**src/rtl/bus_gate_arb_pkg.sv**
```systemverilog
// Shared types and sizing helpers for the bus gate arbiter.
// Imported by the round-robin selector and the top level.
package bus_gate_arb_pkg;

   typedef enum logic {
      ST_IDLE  = 1'b0,
      ST_GRANT = 1'b1
   } state_t;

   // Ceiling log2 that never returns less than one bit.
   function automatic int clog2_min1(input int n);
      int r;
      r = 0;
      while ((1 << r) < n) r++;
      return (r < 1) ? 1 : r;
   endfunction

endpackage

```
**src/rtl/bus_gate_arb_rr_pick.sv**
```systemverilog
// Combinational round-robin selector: first requester strictly after last_owner,
// wrapping from CHANNELS-1 back to 0.
module rr_pick
   import bus_gate_arb_pkg::*;
#(
   parameter int CHANNELS = 4,
   parameter int OW       = clog2_min1(CHANNELS)
) (
   input  logic [CHANNELS-1:0] req,
   input  logic [OW-1:0]       last_owner,
   output logic [CHANNELS-1:0] pick,
   output logic [OW-1:0]       index
);

   always_comb begin
      logic          found;
      int            c;
      logic [OW-1:0] c_idx;
      // NOTE: every output gets a default before the search loop, so no path
      // through this block can leave a value unassigned and infer a latch.
      pick  = '0;
      index = '0;
      found = 1'b0;
      c     = 0;
      c_idx = '0;
      for (int off = 1; off <= CHANNELS; off++) begin
         c     = (int'(last_owner) + off) % CHANNELS;
         c_idx = OW'(c);
         if (!found && req[c_idx]) begin
            found       = 1'b1;
            pick[c_idx] = 1'b1;
            index       = c_idx;
         end
      end
   end

endmodule

```
**src/rtl/bus_gate_arb.sv**
```systemverilog
// Multi-channel bus gate: round-robin grant, AND-gated registered bus output
// and a burst limit that forces the owner to release the bus.
module bus_gate_arb
   import bus_gate_arb_pkg::*;
#(
   parameter int  WIDTH     = 8,
   parameter int  CHANNELS  = 4,
   parameter int  MAX_BURST = 8,
   localparam int OW        = clog2_min1(CHANNELS),
   localparam int CW        = clog2_min1(MAX_BURST + 1)
) (
   input  logic                      clk,
   input  logic                      rst,
   input  logic [CHANNELS-1:0]       req,
   input  logic [CHANNELS*WIDTH-1:0] data_in,
   input  logic                      gate_en,
   output logic [CHANNELS-1:0]       grant,
   output logic [OW-1:0]             owner,
   output logic [WIDTH-1:0]          bus_out,
   output logic                      bus_valid
);

   state_t              state, state_nxt;
   logic [CHANNELS-1:0] grant_nxt, pick;
   logic [OW-1:0]       owner_nxt, pick_idx, last_owner, last_owner_nxt;
   logic [CW-1:0]       count, count_nxt;
   logic [WIDTH-1:0]    gated_word, bus_nxt;
   logic                valid_nxt;

   rr_pick #(
      .CHANNELS (CHANNELS),
      .OW       (OW)
   ) u_rr_pick (
      .req        (req),
      .last_owner (last_owner),
      .pick       (pick),
      .index      (pick_idx)
   );

   // Each word is masked by its own grant bit, so a non-owner can never leak.
   always_comb begin
      gated_word = '0;
      for (int i = 0; i < CHANNELS; i++) begin
         gated_word |= data_in[i*WIDTH +: WIDTH] & {WIDTH{grant[i] & gate_en}};
      end
   end

   always_comb begin
      state_nxt      = state;
      grant_nxt      = grant;
      owner_nxt      = owner;
      last_owner_nxt = last_owner;
      count_nxt      = count;
      bus_nxt        = '0;
      valid_nxt      = 1'b0;
      case (state)
         ST_IDLE: begin
            grant_nxt = '0;
            if (|req) begin
               grant_nxt      = pick;
               owner_nxt      = pick_idx;
               last_owner_nxt = pick_idx;
               count_nxt      = '0;
               state_nxt      = ST_GRANT;
            end
         end
         ST_GRANT: begin
            if (!req[owner]) begin
               grant_nxt = '0;
               state_nxt = ST_IDLE;
            end else if (gate_en) begin
               bus_nxt   = gated_word;
               valid_nxt = 1'b1;
               count_nxt = count + CW'(1);
               // The last permitted word still transfers on this edge.
               if (count == CW'(MAX_BURST - 1)) begin
                  grant_nxt = '0;
                  state_nxt = ST_IDLE;
               end
            end
         end
         default: begin
            grant_nxt = '0;
            state_nxt = ST_IDLE;
         end
      endcase
   end

   // NOTE: state registers use non-blocking assignments so every flop samples
   // the pre-edge values, independent of statement order.
   always_ff @(posedge clk or posedge rst) begin
      if (rst) begin
         state      <= ST_IDLE;
         grant      <= '0;
         owner      <= '0;
         last_owner <= OW'(CHANNELS - 1);
         count      <= '0;
         bus_out    <= '0;
         bus_valid  <= 1'b0;
      end else begin
         state      <= state_nxt;
         grant      <= grant_nxt;
         owner      <= owner_nxt;
         last_owner <= last_owner_nxt;
         count      <= count_nxt;
         bus_out    <= bus_nxt;
         bus_valid  <= valid_nxt;
      end
   end

endmodule

```
**config.mk**
```make
export PLATFORM = sky130hd
export DESIGN_NAME = bus_gate_arb
export DESIGN_NICKNAME = d
export VERILOG_FILES = /design/src/rtl/bus_gate_arb_pkg.sv /design/src/rtl/bus_gate_arb_rr_pick.sv /design/src/rtl/bus_gate_arb.sv
export SDC_FILE = /design/constraint.sdc
export NUM_CORES = 1
export LEC_CHECK = 0
export CAP_MARGIN = 20
export CELL_PAD_IN_SITES_DETAIL_PLACEMENT = 1
export CELL_PAD_IN_SITES_GLOBAL_PLACEMENT = 2
export CORE_ASPECT_RATIO = 1.2
export CORE_MARGIN = 2
export CORE_UTILIZATION = 29
export CTS_BUF_LIST = sky130_fd_sc_hd__clkbuf_16
export CTS_CLUSTER_SIZE = 25
export DETAILED_ROUTE_END_ITERATION = 6
export HOLD_SLACK_MARGIN = 0.1
export PLACE_DENSITY_LB_ADDON = 0.1
export SLEW_MARGIN = 20
export SYNTH_ARGS = -nofsm -noshare
export SYNTH_HDL_FRONTEND = slang
export SYNTH_HIERARCHICAL = 1
export SYNTH_SLANG_ARGS = --single-unit
```
**constraint.sdc**
```tcl
create_clock -name clk -period 5.6 [get_ports clk]
set_input_delay 1.4 -clock clk [delete_from_list [all_inputs] [get_ports clk]]
set_output_delay 1.4 -clock clk [all_outputs]
set_load 0.02 [all_outputs]
```
==> results of run 1 <==
==> registers in the layout, indices dropped and copies added, names as in the netlist <==
signal and flops:
bus_out 8, bus_valid 1, count 4, grant 4
last_owner 2, owner 2, state 1
==> metal layers <==
layer | global-route usage (%) | part of all wire (%) | vias up | routed length (um)
li1 | - | - | 646 | -
met1 | 18.95 | 45 | 676 | 1946
met2 | 26.93 | 50 | 37 | 2167
met3 | 1.578 | 3.4 | 6 | 149
met4 | 5.245 | 1.4 | 0 | 61
met5 | 0 | 0 | - | 0
==> worst reg2reg max path: stages (launching register included) <==
cell	delay (ns)
dfstp_2	0.74
inv_1	0.16
ha_1	0.42
mux4_2	0.44
nand2_1	0.13
o21ai_1	0.07
a221o_1	0.28
a22o_1	0.20
==> cells in the final DEF, fill, tap and decap left out, drive strengths merged, types with 3 or more instances in the layout <==
cell type / count
a22o: 5
clkdlybuf4s50: 53
clkbuf: 3
inv: 6
nor2: 6
ha: 9
nand2: 10
a22oi: 18
a21oi: 10
dfrtp: 20
mux2: 7
o21ai: 9
and3b: 4
a221o: 5
==> through the flow <==
stage / power [mW] / instance area [sq um]
after floorplan: 0.6824 / 1513
final: 0.9968 / 2140
after global placement: 0.8272 / 2061
after CTS: 1.007 / 2140
after detailed placement: 0.8508 / 2061
after global routing: 1.073 / 2140
==> logic make-up (layout without fill, tap and decap cells) <==
kind of cell | Yosys count | after routing
xor+xnor | 1 | 1
mux | 10 | 10
fa+ha+maj | 9 | 9
simple gates | 31 | 31
flops | 22 | 22
compound gates | 56 | 56
buf+inv | 16 | 64
==> final cells by class <==
cell class                      instances  area [sq um]  share of cell area (%)
Multi-Input combinational cell        107         875.8                   40.94
Sequential cell                        22         553.0                   25.85
Timing Repair Buffer                   53         530.5                   24.80
Clock buffer                            3         75.07                   3.509
Tap cell                               60         75.07                   3.509
Inverter                                7         26.28                   1.228
Clock inverter                          1         3.754                  0.1754
==> power by group through the flow <==
stage,sequential (mW),clock [mW],combinational (mW)
after floorplan,0.288,0,0.394
after global placement,0.297,0,0.530
after detailed placement,0.301,0,0.550
after CTS,0.298,0.157,0.552
after global routing,0.308,0.165,0.601
final,0.295,0.154,0.549
==> how the worst max path moves through the flow <==
| stage | endpoint | slack (ns) | cells after the start |
|---|---|---|---|
| after floorplan | grant[0]$_DFFE_PP0P_ | 2.84 | 6 |
| final | count[0]$_DFFE_PP0P_ | 2.35 | 5 |
| after global routing | count[0]$_DFFE_PP0P_ | 2.20 | 5 |
| after global placement | count[0]$_DFFE_PP0P_ | 2.13 | 5 |
| after detailed placement | count[0]$_DFFE_PP0P_ | 2.03 | 5 |
| after CTS | count[0]$_DFFE_PP0P_ | 2.30 | 5 |
==> run_results.csv, run 1 <==
group,metric,value,unit
outcome,status,"finished, final reports clean",
synth,yosysTopAreaCell,"dfrtp_1",
final_layout,fin_nets,242,
global_route,grt_overflow,0,
worst_setup_path,cp-startpoint,"req[3]",
synth,synth.area.top_cells,"dfrtp_1, a22oi_1, ha_1, mux2_2, dfstp_2",
sta,setup_viol,0,
sta,holdWs,0.5615,ns
global_route,grt_util_all_layers,15.18,%
place,gp_congestion,0.8173,
final_layout,fillers,557,
synth,yosysMostFrequentCell,"dfrtp_1",
die,dieArea,5812,sq um
clocking,htreeDepth,1,
final_layout,stdcell_count,253,
worst_setup_path,cp_max_fo,13,
sta,timing.fmax,0.3078,GHz
synth,synthMuxAreaShare,8.850,%
synth,synth-edff-count,0,
clocking,cts_buffers,3,
worst_setup_path,crit_chain,"clkdlybuf4s50_1 > mux2i_1 > a2bb2oi_2 > inv_1 > mux2_2",
synth,synth_top_family_by_area,"compound AO/OA/AOI/OAI gates",
worst_setup_path,slowest_stage,"clkdlybuf4s50_1",
worst_setup_path,timing_worst_setup_path_type,"in -> reg",
synth,synth_warnings,6,
sta,slew_headroom,41.90,%
worst_setup_path,critPathMaxStageDelay,0.61,ns
place,dp_slack,2.034,ns
power,power.share.combinational,55.0,%
die,fp.dieW,69.93,um
power,power.switching,416.9,uW
die,rows,28,
worst_setup_path,r2r_cells,7,
job,max_cap_viol_count,0,
die,pin_count,54,
sta,finalHoldViolations,0,
synth,synth_area_per_cell,10.43,sq um
worst_setup_path,critPathLaunchType,"input port",
global_route,grt_max_degree,23,
global_route,grt_pass1_wl,7196,um
die,start_util,30.41,%
routing,drc,0,
clocking,cts_tree,"done",
worst_setup_path,critical-path-top-delay-family,"buffers and inverters",
power,p_leak,0.8758,nW
power,p_int,580.0,uW
synth,syn_area,1513,sq um
routing,drt-pass1-iter-count,4,
sta,final_max_slew_viol_count,0,
worst_setup_path,worstPathRequired,5.74,ns
clocking,clk_latency,0.25,ns
synth,synthAdderAreaFrac,7.444,%
place,post-dp-hpwl,3333,um
min_path,min-delay-start,"count[1]$_DFFE_PP0P_",
worst_setup_path,rrSetupSlack,3.04,ns
global_route,antenna_found_initial,0,
worst_setup_path,end_kind,"register",
power,power_density,465.9,nW/um^2
power,seqPwrFrac,29.6,%
min_path,min_to,"count[1]$_DFFE_PP0P_",
final_layout,utilization,43.01,%
routing,vias,1365,
synth,synth_top_cell_area_share,33.09,%
worst_setup_path,timing.rr.start,"last_owner[0]$_DFFE_PP1P_",
final_layout,n_antenna_cell,0,
routing,post_drt_via_cell_ratio,5.395,
clocking,ctsHoldBuffers,0,
clocking,cts-root-buf,"clkbuf_16",
synth,synth_ff_type,"dfrtp_1",
final_layout,syn_to_final_growth,41.44,%
power,vdd_ir_drop_max,219.5,uV
synth,async_flop_share,100.0,%
clocking,clk_pin_slew,0.06,ns
routing,routed_wl,4324,um
synth,synth_top_cells_by_count,"dfrtp_1, a22oi_1, a21oi_1, nand2_1, ha_1",
sta,setup_tns,0,ns
min_path,min_path_type,"reg -> reg",
synth,synth_simple_gate_area_share,11.91,%
power,p_sw_share,41.82,%
place,place_inst,249,
synth,synth-seq-cells,22,
routing,wl_per_cell,17.09,um
sta,layout_min_cycle_time,3.249,ns
sta,fin_worst_skew,0.002104,ns
global_route,grt_pass1_vias,1436,
sta,rsz0062_at_grt,"no",
sta,worst_pin_slew,0.8683,ns
sta,post-route-period-util,58.01,%
synth,syn_nets,193,
routing,drtIter0Drc,37,
place,io_buffers,53,
min_path,holdPathStages,2,
synth,yosysSeqAreaShare,36.56,%
final_layout,layout-drive-gt1-share,12.44,%
synth,synth_compound_area_share,29.11,%
worst_setup_path,reg2reg_to,"grant[2]$_DFFE_PP0P_",
routing,drt.antenna.violating_nets,0,
synth,yosysUniqueCellTypes,43,
worst_setup_path,cp.arrival,3.39,ns
clocking,cts_resized,0,
worst_setup_path,path_buf_inv,2,
clocking,cts.sinks,22,
clocking,post_cts.repair.setup_buffers,0,
clocking,cts_max_path_buffers,2,
power,p_clk_share,15.4,%
die,dieHeight,83.12,um
synth,synthCells,145,
die,coreArea,4975,sq um
sta,worst_slack,2.351,ns
synth,synth_xor_area_share,0.5790,%
No activity file was read; power rests on OpenSTA's default activity.
==> run 2: changes to the inputs <==
Settings changed: CORE_UTILIZATION 29 to 27.
Clock period 5.6 ns to 3.15 ns, I/O delays scaled along.
==> run 2 against run 1 <==
Compared with the run above: setup slack lost 1.8 ns; clock-buffer cell count stayed put; clock power is 71% higher; cell count up 1.2%; utilization fell by 2.6 points.
==> run_results.csv, run 2 (synthesis gave the netlist of run 1 again) <==
group,metric,value,unit
outcome,status,"finished, final reports clean",
sta,setup_tns,0,ns
final_layout,stdcell_count,256,
die,rows,29,
sta,worst_slack,0.5851,ns
worst_setup_path,critPathLaunchType,"register",
place,post-dp-hpwl,3429,um
global_route,grt_pass1_wl,7231,um
sta,layout_min_cycle_time,2.565,ns
sta,final_max_slew_viol_count,0,
global_route,antenna_found_initial,0,
place,dp_slack,0.2968,ns
final_layout,layout_common_cells,"clkdlybuf4s50_1, dfrtp_1, a22oi_1",
clocking,ctsHoldBuffers,0,
global_route,grt_util_all_layers,14.81,%
sta,rsz0062_at_grt,"no",
final_layout,fin_nets,244,
power,power_density,827.7,nW/um^2
worst_setup_path,cp_max_fo,18,
die,dieHeight,86.00,um
final_layout,mostFrequentLayoutCell,"clkdlybuf4s50_1",
routing,wl_per_cell,17.39,um
global_route,grt_overflow,0,
routing,vias,1388,
clocking,post_cts.repair.setup_buffers,0,
worst_setup_path,path_buf_inv,1,
place,gp_congestion,0.7600,
sta,setup_viol,0,
die,dieArea,6220,sq um
worst_setup_path,critPathMaxStageDelay,0.75,ns
worst_setup_path,worstPathRequired,3.29,ns
final_layout,top_regs,"bus_out (8), count (4), grant (4)",
clocking,htreeDepth,1,
routing,drtIter0Drc,59,
clocking,cts_max_path_buffers,2,
routing,drc,0,
sta,timing.fmax,0.3899,GHz
clocking,cts.sinks,22,
final_layout,layout-drive-gt1-share,13.40,%
die,coreArea,5334,sq um
final_layout,n_antenna_cell,0,
worst_setup_path,end_kind,"register",
die,fp.dieW,72.33,um
routing,drt.antenna.violating_nets,0,
final_layout,design_area,2153,sq um
sta,holdWs,0.5659,ns
power,p_leak,0.8835,nW
sta,fin_worst_skew,0.002024,ns
sta,slew_headroom,43.80,%
place,io_buffers,53,
worst_setup_path,cp.arrival,2.71,ns
worst_setup_path,slowest_stage,"dfstp_2",
routing,drt-pass1-iter-count,4,
final_layout,largest-register,"bus_out",
die,start_util,28.36,%
clocking,cts_buffers,3,
worst_setup_path,crit_chain,"inv_1 > ha_1 > mux4_2 > nand2_1 > o21ai_1 > a221o_1 > a22o_1",
global_route,grt_pass1_vias,1458,
die,pin_count,54,
place,place_area,2078,sq um
clocking,clk_pin_slew,0.06,ns
clocking,cts_resized,0,
worst_setup_path,timing_worst_setup_path_type,"reg -> reg",
routing,post_drt_via_cell_ratio,5.422,
routing,routed_wl,4453,um
min_path,min_path_type,"reg -> reg",
final_layout,syn_to_final_growth,42.35,%
clocking,clk_latency,0.25,ns
sta,worst_pin_slew,0.8420,ns
power,vdd_ir_drop_max,401.0,uV
sta,finalHoldViolations,0,
worst_setup_path,critical-path-top-delay-family,"flip-flops",
job,max_cap_viol_count,0,
place,place_inst,253,
final_layout,largest_reg_flops,8,
sta,post-route-period-util,81.42,%
clocking,cts_tree,"done",
clocking,cts-root-buf,"clkbuf_16",
global_route,grt_max_degree,23,
-- run 2: cell types whose count changed in the layout (fill, tap and decap cells not counted), sizes merged --
cell | previous run | this run
buf | 0 | 2
clkinv | 2 | 1
-- run 2: final cells by class --
type                       count  area [sq um]
inverter                       7         26.28
tap                           62         77.57
timing repair buffer          55         545.5
fill                         611          3181
sequential                    22         553.0
multi-input combinational    107         875.8
clock buffer                   3         75.07
-- run 2: worst paths after layout --
path,from,to,slack (ns),cells after the start
setup / recovery,last_owner[0]$_DFFE_PP1P_,grant[3]$_DFFE_PP0P_,0.59,7
hold / removal,count[3]$_DFFE_PP0P_,count[3]$_DFFE_PP0P_,0.57,1
setup reg to reg,last_owner[0]$_DFFE_PP1P_,grant[3]$_DFFE_PP0P_,0.59,7
hold reg to reg,count[3]$_DFFE_PP0P_,count[3]$_DFFE_PP0P_,0.57,1
max in group asynchronous,rst,bus_out[2]$_DFF_PP0_,1.62,2
min in group asynchronous,rst,count[3]$_DFFE_PP0P_,1.01,2
-- run 2: power breakdown --
part           switching, mW  internal, mW
Combinational          0.493         0.493
Sequential             0.153         0.380
Clock                 0.0962         0.168
Total                  0.742          1.04
-- run 2: through the flow --
step,util [%],total power [mW]
after floorplan,-,1.213
after global placement,38.96,1.510
after detailed placement,38.96,1.541
after CTS,40.37,1.814
after global routing,40.37,1.926
final,40.37,1.782
-- run 2: layer usage --
metal / vias up / GRT usage (%) / part of all wire, % / wire (um)
met5: - / 0 / 0 / 0
met4: 0 / 5.660 / 1.8 / 79
met3: 7 / 2.468 / 7.3 / 326
met2: 47 / 26.61 / 50 / 2232
met1: 680 / 17.31 / 41 / 1813
li1: 654 / - / - / -
